$ cat src/rtl/sd_stim_ctrl.sv
// Stimulus sequencer for the sequence detector: shifts a pattern word MSB-first onto x,
// repeats it back-to-back, drains, and counts detector pulses over the run.
module sd_stim_ctrl #(
    parameter int DW    = 24,
    parameter int LEN_W = 5,
    parameter int REP_W = 4,
    parameter int CNT_W = 8,
    parameter int DRAIN = 2
) (
    input  logic             clk,
    input  logic             rst,
    input  logic             start,
    input  logic             abort,
    input  logic [DW-1:0]    word,
    input  logic [LEN_W-1:0] len,
    input  logic [REP_W-1:0] reps,
    input  logic             det_y,
    output logic             x,
    output logic             busy,
    output logic             done,
    output logic [CNT_W-1:0] hit_cnt,
    output logic             hit_ovf
);

    // state   | meaning
    // S_IDLE  | waiting for start, x=0
    // S_SHIFT | pattern bits on x, passes repeated without gap
    // S_DRAIN | x=0 for DRAIN cycles, det_y still counted
    // S_DONE  | one-cycle done pulse
    typedef enum logic [1:0] {S_IDLE, S_SHIFT, S_DRAIN, S_DONE} state_t;

    localparam int DR_W = (DRAIN > 1) ? $clog2(DRAIN) : 1;

    state_t           state;
    logic [DW-1:0]    word_q;
    logic [DW-1:0]    sreg;
    logic [LEN_W-1:0] len_m1;
    logic [LEN_W-1:0] bit_rem;
    logic [REP_W-1:0] pass_rem;
    logic [DR_W-1:0]  drain_rem;
    logic [LEN_W-1:0] eff_len_m1;
    logic [REP_W-1:0] eff_reps_m1;
    logic             counting;

    always_comb begin
        eff_len_m1 = len - 1'b1;
        if (len == '0 || int'(len) > DW)
            eff_len_m1 = LEN_W'(DW - 1);
        eff_reps_m1 = reps - 1'b1;
        if (reps == '0)
            eff_reps_m1 = '0;
    end

    assign counting = (state == S_SHIFT) || (state == S_DRAIN);

    always_ff @(posedge clk or negedge rst) begin
        if (!rst) begin
            state     <= S_IDLE;
            word_q    <= '0;
            sreg      <= '0;
            len_m1    <= '0;
            bit_rem   <= '0;
            pass_rem  <= '0;
            drain_rem <= '0;
            x         <= 1'b0;
            busy      <= 1'b0;
            done      <= 1'b0;
            hit_cnt   <= '0;
            hit_ovf   <= 1'b0;
        end else begin
            done <= 1'b0;

            // Counting and clearing never coincide: clear happens only in IDLE.
            if (counting && det_y) begin
                if (hit_cnt == {CNT_W{1'b1}})
                    hit_ovf <= 1'b1;
                else
                    hit_cnt <= hit_cnt + 1'b1;
            end

            case (state)
                S_IDLE: begin
                    x <= 1'b0;
                    if (start) begin
                        word_q   <= word;
                        sreg     <= word << 1;
                        x        <= word[DW-1];
                        len_m1   <= eff_len_m1;
                        bit_rem  <= eff_len_m1;
                        pass_rem <= eff_reps_m1;
                        hit_cnt  <= '0;
                        hit_ovf  <= 1'b0;
                        busy     <= 1'b1;
                        state    <= S_SHIFT;
                    end
                end
                S_SHIFT: begin
                    if (abort) begin
                        x     <= 1'b0;
                        busy  <= 1'b0;
                        state <= S_IDLE;
                    end else if (bit_rem == '0) begin
                        if (pass_rem == '0) begin
                            x <= 1'b0;
                            if (DRAIN == 0) begin
                                busy  <= 1'b0;
                                done  <= 1'b1;
                                state <= S_DONE;
                            end else begin
                                drain_rem <= DR_W'(DRAIN - 1);
                                state     <= S_DRAIN;
                            end
                        end else begin
                            pass_rem <= pass_rem - 1'b1;
                            bit_rem  <= len_m1;
                            x        <= word_q[DW-1];
                            sreg     <= word_q << 1;
                        end
                    end else begin
                        bit_rem <= bit_rem - 1'b1;
                        x       <= sreg[DW-1];
                        sreg    <= sreg << 1;
                    end
                end
                S_DRAIN: begin
                    x <= 1'b0;
                    if (abort) begin
                        busy  <= 1'b0;
                        state <= S_IDLE;
                    end else if (drain_rem == '0) begin
                        busy  <= 1'b0;
                        done  <= 1'b1;
                        state <= S_DONE;
                    end else begin
                        drain_rem <= drain_rem - 1'b1;
                    end
                end
                default: begin
                    x     <= 1'b0;
                    state <= S_IDLE;
                end
            endcase
        end
    end

endmodule

$ cat config.mk
export PLATFORM = sky130hd
export DESIGN_NAME = sd_stim_ctrl
export DESIGN_NICKNAME = d
export VERILOG_FILES = /design/src/rtl/sd_stim_ctrl.sv
export SDC_FILE = /design/constraint.sdc
export NUM_CORES = 1
export LEC_CHECK = 0
export CORE_AREA = 2 2 94 96
export DETAILED_ROUTE_END_ITERATION = 10
export DIE_AREA = 0 0 96 98
export PLACE_DENSITY = 0.7
export SLEW_MARGIN = 15
export SYNTH_ARGS = -nofsm -noshare
export SYNTH_HDL_FRONTEND = slang
export SYNTH_SLANG_ARGS = --single-unit
$ cat constraint.sdc
create_clock -name clk -period 2.65 [get_ports clk]
set_input_delay 0.53 -clock clk [delete_from_list [all_inputs] [get_ports clk]]
set_output_delay 0.53 -clock clk [all_outputs]
set_load 0.01 [all_outputs]
Word level (Yosys, flattened, before mapping)
Cells that the tools add are included.
Operators by class
  add/sub/neg operators: 6
  mux-type cells: 51
  equal/unequal tests: 14
  reduce and logical (&&, ||, !) cells: 17
  magnitude comparators: 1
Operators with widths (number)
  24-bit 2-to-1 mux: 4
  24-bit case mux with 2 select lines: 1
  8-bit 2-to-1 mux: 4
  5-bit 2-to-1 mux: 5
  1-bit 2-to-1 mux: 20
  4-bit 2-to-1 mux: 5
  2-bit 2-to-1 mux: 6
  4-bit AND reduction: 3
  5-bit zero test: 2
  2-bit != test, second input constant: 5
  5-bit case mux with 2 select lines: 1
  5-bit AND reduction: 2
  5-bit by 1-bit subtractor with 5-bit output, second input constant: 2
  8-bit by 1-bit adder with 8-bit output, second input constant: 1
  8-bit == test, second input constant: 1
  4-bit zero test: 2
  4-bit case mux with 2 select lines: 1
  4-bit by 1-bit subtractor with 4-bit output, second input constant: 2
  3-bit by 2-bit != test with 1-bit output, second input constant: 2
  3-bit != test, second input constant: 2
  2-bit case mux with 3 select lines: 1
  5-bit > comparator, second input constant: 1
  2-bit by 1-bit != test with 1-bit output, second input constant: 2
  1-bit case mux with 2 select lines: 2
  other kinds (10): 12
Storage, ports and cells
  logic and storage cells: 101
  output and inout bits: 12
  register bits after elaboration: 77
  input bits: 38

Longest topological paths before layout
Gate-level depths: netlist (run 1).
  depth after elaboration: 6
  gate-level depth with buffers: 8
  mapped depth without buffers: 6

Worst setup path before layout (run 1)
No wires, ideal clock.
  kind: reg-to-reg
  start: register bit_rem[0]
  end: register sreg[10]
  library setup time: 0.125 ns
  period minus slack after synthesis: 2.014 ns
  buffers on the path: 1
  slack: 0.636 ns
  arrival time: 1.890 ns
  required time: 2.525 ns
  stages on the path, launching flop included: 8
  cell sequence: dfrtp_1 -> inv_1 -> ha_1 -> nor4b_4 -> nand3_2 -> nand2_2 -> buf_6 -> mux2_2
Between the ends
  word-level cells in the longest chain between the ends: 4
  elaborated cells on any way between the ends: 6
  those cells by class: 1 x eq/ne; 3 x mux; 2 x reduce/logical
RTL lines
  start, declared: RTL line 38  | logic [LEN_W-1:0] bit_rem;
  start signal, assigned: RTL line 89  | bit_rem <= eff_len_m1;
  start signal, assigned: RTL line 115  | bit_rem <= len_m1;
  start signal, assigned: RTL line 120  | bit_rem <= bit_rem - 1'b1;
  5-bit zero test *: RTL line 102  | end else if (bit_rem == '0) begin
  24-bit 2-to-1 mux: RTL line 102
  24-bit 2-to-1 mux: RTL line 98  | if (abort) begin
  24-bit case mux with 2 select lines: RTL line 81  | case (state)
  end signal, assigned: RTL line 86  | sreg <= word << 1;
  end signal, assigned: RTL line 117  | sreg <= word_q << 1;
  end signal, assigned: RTL line 122  | sreg <= sreg << 1;
  end, declared: RTL line 36  | logic [DW-1:0] sreg;
Every way passes the cells marked *; elsewhere a longest branch is shown, timed or not. The select of a mux whose other input is x is not followed.
A chain may end at the register's enable or synchronous reset.

Worst setup path after layout (run 1)
  start: register bit_rem[0]
  end: register sreg[7]
The elaborated chain is that of the path after synthesis.

==> impl_metrics.py, run 1 <==
metrics = {
    "drt": {
        "routed_wirelength_um": 8790,
        "drt_pass1_iterations": 4,
        "drc": 0,
        "wire_per_inst_um": 14.2,
        "vias": 3382,
        "viasPerCell": 5.47,
        "drt_iter0_markers": 154,
        "ant_nets": 0,
    },
    "final_layout": {
        "layout-drive-gt1-share_pct": 11.6,
        "antenna_cells": 0,
        "area_growth_syn_to_layout_pct": 19.5,
        "design_area_um2": 4840,
        "final_common_cell": "nand2_1",
        "layout.nets": 552,
        "final_cell_mix": "nand2_1 (128), dfrtp_1 (76), clkdlybuf4s50_1 (48), nor2_1 (39), a31oi_1 (25)",
    },
    "synth": {
        "synth_edf_count": 0,
        "netlist_area_um2": 4050,
        "yosys.area.top_type": "dfrtp_1",
        "yosysWarnings": 0,
        "ys_top_cells_by_area": "dfrtp_1 (47%), nand2_1 (12%), mux2_2 (6.7%), a31oi_1 (3.9%), nor2_1 (3.6%)",
        "synth_cells": 457,
        "async_flop_share_pct": 100,
        "yosys_register_bits": 76,
        "avgSynthCellArea_um2": 8.87,
        "syn_nets": 504,
        "synth_flop_cell": "dfrtp_1",
        "yosys.area.top_type_share_pct": 46.9,
        "yosysSeqAreaShare_pct": 46.9,
        "synthDistinctLibCells": 53,
    },
    "power": {
        "finalPower_mw": 5.16,
        "leakagePower_nw": 2.18,
        "vdd_drop_max_v": 0.000383,
        "p_per_area_nw_per_um2": 1060,
    },
    "placed_design": {
        "placed_cell_area_um2": 4660,
        "gp_congestion": 0.798,
        "post-dp-hpwl_um": 5950,
        "io_buffers": 49,
    },
    "sta": {
        "worst_clock_skew_ps": 10.1,
        "setup-violations-final": 0,
        "max_freq_mhz": 458,
        "worstMarginPinSlew_ps": 833,
        "hold_violations": 0,
        "slew_viol_final": 0,
        "tns_ps": 0,
        "rsz0062_at_grt": "no",
        "fin_crit_ps": 2180,
        "period_share_pct": 82.3,
        "relSlewSlack_pct": 44.4,
    },
    "global_routing": {
        "grt_pass1_wl_um": 14900,
        "grt.total_usage_pct": 19.9,
        "grt_pass1_vias": 3210,
        "antenna_found_initial": 0,
        "grt_max_degree": 49,
        "overflow": 0,
    },
    "clock_tree": {
        "clkSlewWorstSetupHoldPaths_ps": 80,
        "htree_levels": 3,
        "cts_max_path_buffers": 2,
        "cts_buffers": 9,
        "cts-resized-gates": 0,
        "postCtsSetupBuffers": 0,
        "hold_buffers": 0,
        "cts.sinks": 76,
        "cts_tree": "built",
        "cts_root_buf": "clkbuf_8",
        "insertion_delay_ps": 360,
    },
    "floorplan": {
        "start_util_pct": 47.9,
        "fp.dieW_um": 96,
        "rows": 34,
        "dieArea_um2": 9410,
        "die_h_um": 98,
        "io_pins": 50,
        "core_area_um2": 8470,
    },
    "hold_path": {
        "hold_path_class": "in -> async",
    },
    "setup_path": {
        "reg2reg_from": "bit_rem[0]$_DFFE_PN0P_",
        "required_ps": 2890,
        "arrival_ps": 2420,
        "cp_slowest_cell": "or4b_1",
        "path_cells": "inv_1, ha_1, or4b_1, buf_4, nand2_1, a31oi_1, mux2_2",
        "crit_path_start_kind": "flip-flop",
        "crit_path_end_kind": "flip-flop",
        "crit_start": "bit_rem[0]$_DFFE_PN0P_",
        "slowest_delay_ps": 590,
        "worstSetupPathType": "reg -> reg",
        "worstPathMaxFanout": 23,
    },
    "job": {
        "cap_violations": 0,
    },
    "outcome": {
        "outcome": "finished clean",
    },
}
-- cell usage after synthesis (3+ instances only) --
master / count
clkbuf_1: 17
dfrtp_1: 76
nand4_1: 7
o21ai_0: 16
nor3_1: 5
nor2b_1: 5
nand2_1: 128
mux2i_1: 7
inv_1: 15
buf_2: 5
xor2_1: 5
nand2b_1: 4
and2_1: 3
nand3_1: 7
a21oi_1: 9
o211ai_1: 4
a31oi_1: 25
nor2_1: 39
a211oi_1: 6
mux2_2: 24
ha_1: 9
and3_1: 3
-- path summary, 6_finish.rpt --
path	depth (start not counted)	slack, ps	endpoint
max	7	470	sreg[7]$_DFFE_PN0P_
min	1	180	word_q[8]$_DFFE_PN0P_
max reg2reg	7	470	sreg[7]$_DFFE_PN0P_
min reg2reg	2	480	word_q[19]$_DFFE_PN0P_
max in group asynchronous	2	1850	sreg[16]$_DFFE_PN0P_
min in group clk	2	480	word_q[19]$_DFFE_PN0P_
-- registers in the layout, summed over array words and instances (netlist names) --
signal     count
bit_rem        5
hit_cnt        8
busy           1
pass_rem       4
drain_rem      1
len_m1         5
hit_ovf        1
x              1
word_q        24
sreg          23
state          2
done           1
-- critical path, delay by kind of cell, from the launching register on --
family | cells | cell delay, ps
and+or+nand+nor | 2 | 690
buffers and inverters | 2 | 360
AOI/OAI and AO/OA | 1 | 80
adders and majority gates | 1 | 230
DFF | 1 | 410
muxes | 1 | 280
-- power by group --
group | switching, mW | internal [mW]
Combinational | 1.24 | 1.09
Sequential | 0.322 | 1.69
Clock | 0.442 | 0.367
Total | 2.01 | 3.15
-- routing by layer --
metal | vias up | wire length (um) | GRT usage, %
met5 | - | 0 | 0
met4 | 0 | 140 | 9.12
met3 | 11 | 265 | 3.55
met2 | 54 | 4160 | 30.9
met1 | 1650 | 4220 | 27.0
li1 | 1667 | - | -
-- stage by stage --
| step | setup WS, ps | hold WS [ps] | util (%) | std cells |
|---|---|---|---|---|
| after floorplan | 636 | 234 | - | 457 |
| after CTS | 475 | 200 | 57.2 | 618 |
| after detailed placement | 257 | 463 | 55.1 | 602 |
| after global placement | 341 | 458 | 55.1 | 602 |
| final | 468 | 177 | 57.2 | 618 |
| after global routing | 321 | 215 | 57.2 | 618 |
-- layout make-up --
type                       count  area (um^2)
tap                          108          135
clock buffer                  11          141
multi-input combinational    340         1980
clock inverter                 5         37.5
timing repair buffer          63          593
inverter                      15         56.3
sequential                    76         1900
fill                         774         3620
-- logic make-up (layout without fill, tap and decap cells) --
group / after synthesis / in the layout / share of synthesized area (%)
AND/OR/NAND/NOR: 215 / 215 / 23.4
buffers and inverters: 41 / 94 / 4.32
flip-flops: 76 / 76 / 46.9
adder cells (fa/ha/maj): 9 / 9 / 2.78
multiplexers: 31 / 31 / 8.40
AO/OA/AOI/OAI: 79 / 79 / 12.9
XOR/XNOR: 6 / 6 / 1.30
Note: power is estimated with default switching activity, not from simulation.
==> run 2, diff against run 1 <==
- clock period: 2.65 -> 2.1 ns (I/O delays scaled with it)
==> run 2 against run 1 <==
  * Hold slack better by 300 ps
  * Sequential share of layout area is 1.7 points lower
  * Final cell count is 2.6% higher
  * First-iteration DRC count is 11% lower
  * Non-clock buffer count is 17 higher
  * Worst setup slack worse by 320 ps
  * Clock skew is 3.0 ps higher
  * Critical path depth is 1 higher
  * Flip-flop and latch count stayed put
==> impl_metrics.py, run 2 (synthesis gave the netlist of run 1 again) <==
metrics = {
    "global_routing": {
        "overflow": 0,
        "grt_pass1_vias": 3342,
        "grt_pass1_wl_um": 15300,
        "antenna_found_initial": 0,
        "grt.total_usage_pct": 20.7,
        "grt_max_degree": 51,
    },
    "clock_tree": {
        "insertion_delay_ps": 360,
        "clkSlewWorstSetupHoldPaths_ps": 80,
        "cts.sinks": 76,
        "cts_root_buf": "clkbuf_8",
        "cts_max_path_buffers": 2,
        "postCtsSetupBuffers": 0,
        "htree_levels": 3,
        "cts_tree": "built",
        "cts_buffers": 9,
    },
    "sta": {
        "setup-violations-final": 0,
        "worst_clock_skew_ps": 13.1,
        "max_freq_mhz": 513,
        "worstMarginPinSlew_ps": 501,
        "fin_ws_ps": 152,
        "tns_ps": 0,
        "fin_crit_ps": 1950,
        "relSlewSlack_pct": 66.1,
        "hold_violations": 0,
        "period_share_pct": 92.8,
        "slew_viol_final": 0,
        "rsz0062_at_grt": "no",
    },
    "drt": {
        "ant_nets": 0,
        "top_layer": "met4",
        "wire_per_inst_um": 14.2,
        "drt_iter0_markers": 137,
        "vias": 3389,
        "wl_met3_um": 290,
        "dr_wl_met2_um": 4280,
        "routed_wirelength_um": 8980,
        "wl_met1_um": 4270,
        "drc": 0,
        "drt_pass1_iterations": 4,
        "viasPerCell": 5.35,
    },
    "floorplan": {
        "start_util_pct": 47.9,
        "core_area_um2": 8470,
        "die_h_um": 98,
        "fp.dieW_um": 96,
        "dieArea_um2": 9410,
        "rows": 34,
        "io_pins": 50,
    },
    "final_layout": {
        "utilization_pct": 59.8,
        "largest_register_ffs": 24,
        "largest_register": "word_q",
        "n_fill_cell": 757,
        "final_cell_mix": "nand2_1 (128), dfrtp_1 (76), clkdlybuf4s50_1 (48), nor2_1 (39), buf_4 (26)",
        "layout.nets": 569,
        "final_cells": 634,
        "layout-drive-gt1-share_pct": 14.4,
        "area_growth_syn_to_layout_pct": 25.0,
        "final_common_cell": "nand2_1",
        "multi_input_comb_area_um2": 1980,
        "seqCellArea_um2": 1900,
        "largestRegisters": "word_q: 24 flops, sreg: 23 flops, hit_cnt: 8 flops",
        "antenna_cells": 0,
    },
    "setup_path": {
        "rr_endpoint": "sreg[2]$_DFFE_PN0P_",
        "worstPathMaxFanout": 23,
        "slowest_delay_ps": 420,
        "critical_path_buf_inv_count": 3,
        "arrival_ps": 2190,
        "crit_path_start_kind": "flip-flop",
        "required_ps": 2340,
        "reg2reg_depth": 8,
        "reg2reg_from": "state[0]$_DFFE_PN0P_",
        "rrSetupSlack_ps": 150,
        "crit_path_end_kind": "flip-flop",
        "path_cells": "inv_1, ha_1, nor2b_1, a211oi_1, buf_4, nand2_2, buf_12, mux2_2",
        "crit_family": "buffers and inverters",
        "worstSetupPathType": "reg -> reg",
        "cp_slowest_cell": "dfrtp_1",
    },
    "placed_design": {
        "post-dp-hpwl_um": 6190,
        "dp_slack_ps": -103,
        "post-place-cells": 618,
        "io_buffers": 49,
        "gp_congestion": 0.813,
    },
    "power": {
        "leakagePower_nw": 2.30,
        "p_per_area_nw_per_um2": 1370,
        "vdd_drop_max_v": 0.000674,
        "finalPower_mw": 6.95,
    },
    "hold_path": {
        "hold_path_class": "reg -> reg",
        "holdPathEnd": "word_q[6]$_DFFE_PN0P_",
        "hold_depth": 2,
        "hp-start": "word_q[6]$_DFFE_PN0P_",
    },
    "outcome": {
        "outcome": "finished clean",
    },
    "job": {
        "cap_violations": 0,
    },
}
[run 2: final cells by class]
cell class	count	share of cell area, %
clock inverters	6	1.75
multi-input cells	340	39.1
repair buffers	80	15.3
flip-flops and latches	76	37.6
well taps	108	2.67
inverters	15	1.11
clock buffers	9	2.45
[run 2: report_power, final]
| part | switching [mW] | internal (mW) |
|---|---|---|
| Combinational | 1.65 | 1.56 |
| Clock | 0.569 | 0.664 |
| Sequential | 0.367 | 2.13 |
| Total | 2.59 | 4.36 |
[run 2: worst min-delay path, stage by stage (launching register included)]
cell and delay [ps]:
dfrtp_1 350, nand2_1 50, nand2_1 50
[run 2: metal layers]
layer	up-vias	global-route usage, %
met1	1625	28.2
met2	60	33.4
met4	0	7.14
li1	1694	-
met3	10	3.24
met5	-	0
[run 2: what timing repair did]
action / in CTS / in global routing
hold endpoints to repair: 13 / 0
setup endpoints to repair: 0 / 21
hold buffers: 1 / 0
resized for setup: 0 / 2
[run 2: worst max path at each step]
stage | to | start | slack [ps] | cells after the start
5_1_grt | sreg[7]$_DFFE_PN0P_ | bit_rem[0]$_DFFE_PN0P_ | 10 | 8
3_3_place_gp | bit_rem[0]$_DFFE_PN0P_ | len[0] | -40 | 7
6_report | sreg[2]$_DFFE_PN0P_ | state[0]$_DFFE_PN0P_ | 150 | 8
2_1_floorplan | sreg[10]$_DFFE_PN0P_ | bit_rem[0]$_DFFE_PN0P_ | 90 | 7
4_1_cts | sreg[16]$_DFFE_PN0P_ | bit_rem[1]$_DFFE_PN0P_ | 30 | 7
3_5_place_dp | bit_rem[0]$_DFFE_PN0P_ | len[0] | -100 | 7
[run 2: stage by stage]
step | hold slack (ps) | area (um^2)
6_report | 479 | 5060
5_1_grt | 497 | 5060
4_1_cts | 482 | 5060
3_5_place_dp | 377 | 4830
3_3_place_gp | 370 | 4830
2_1_floorplan | 124 | 4050
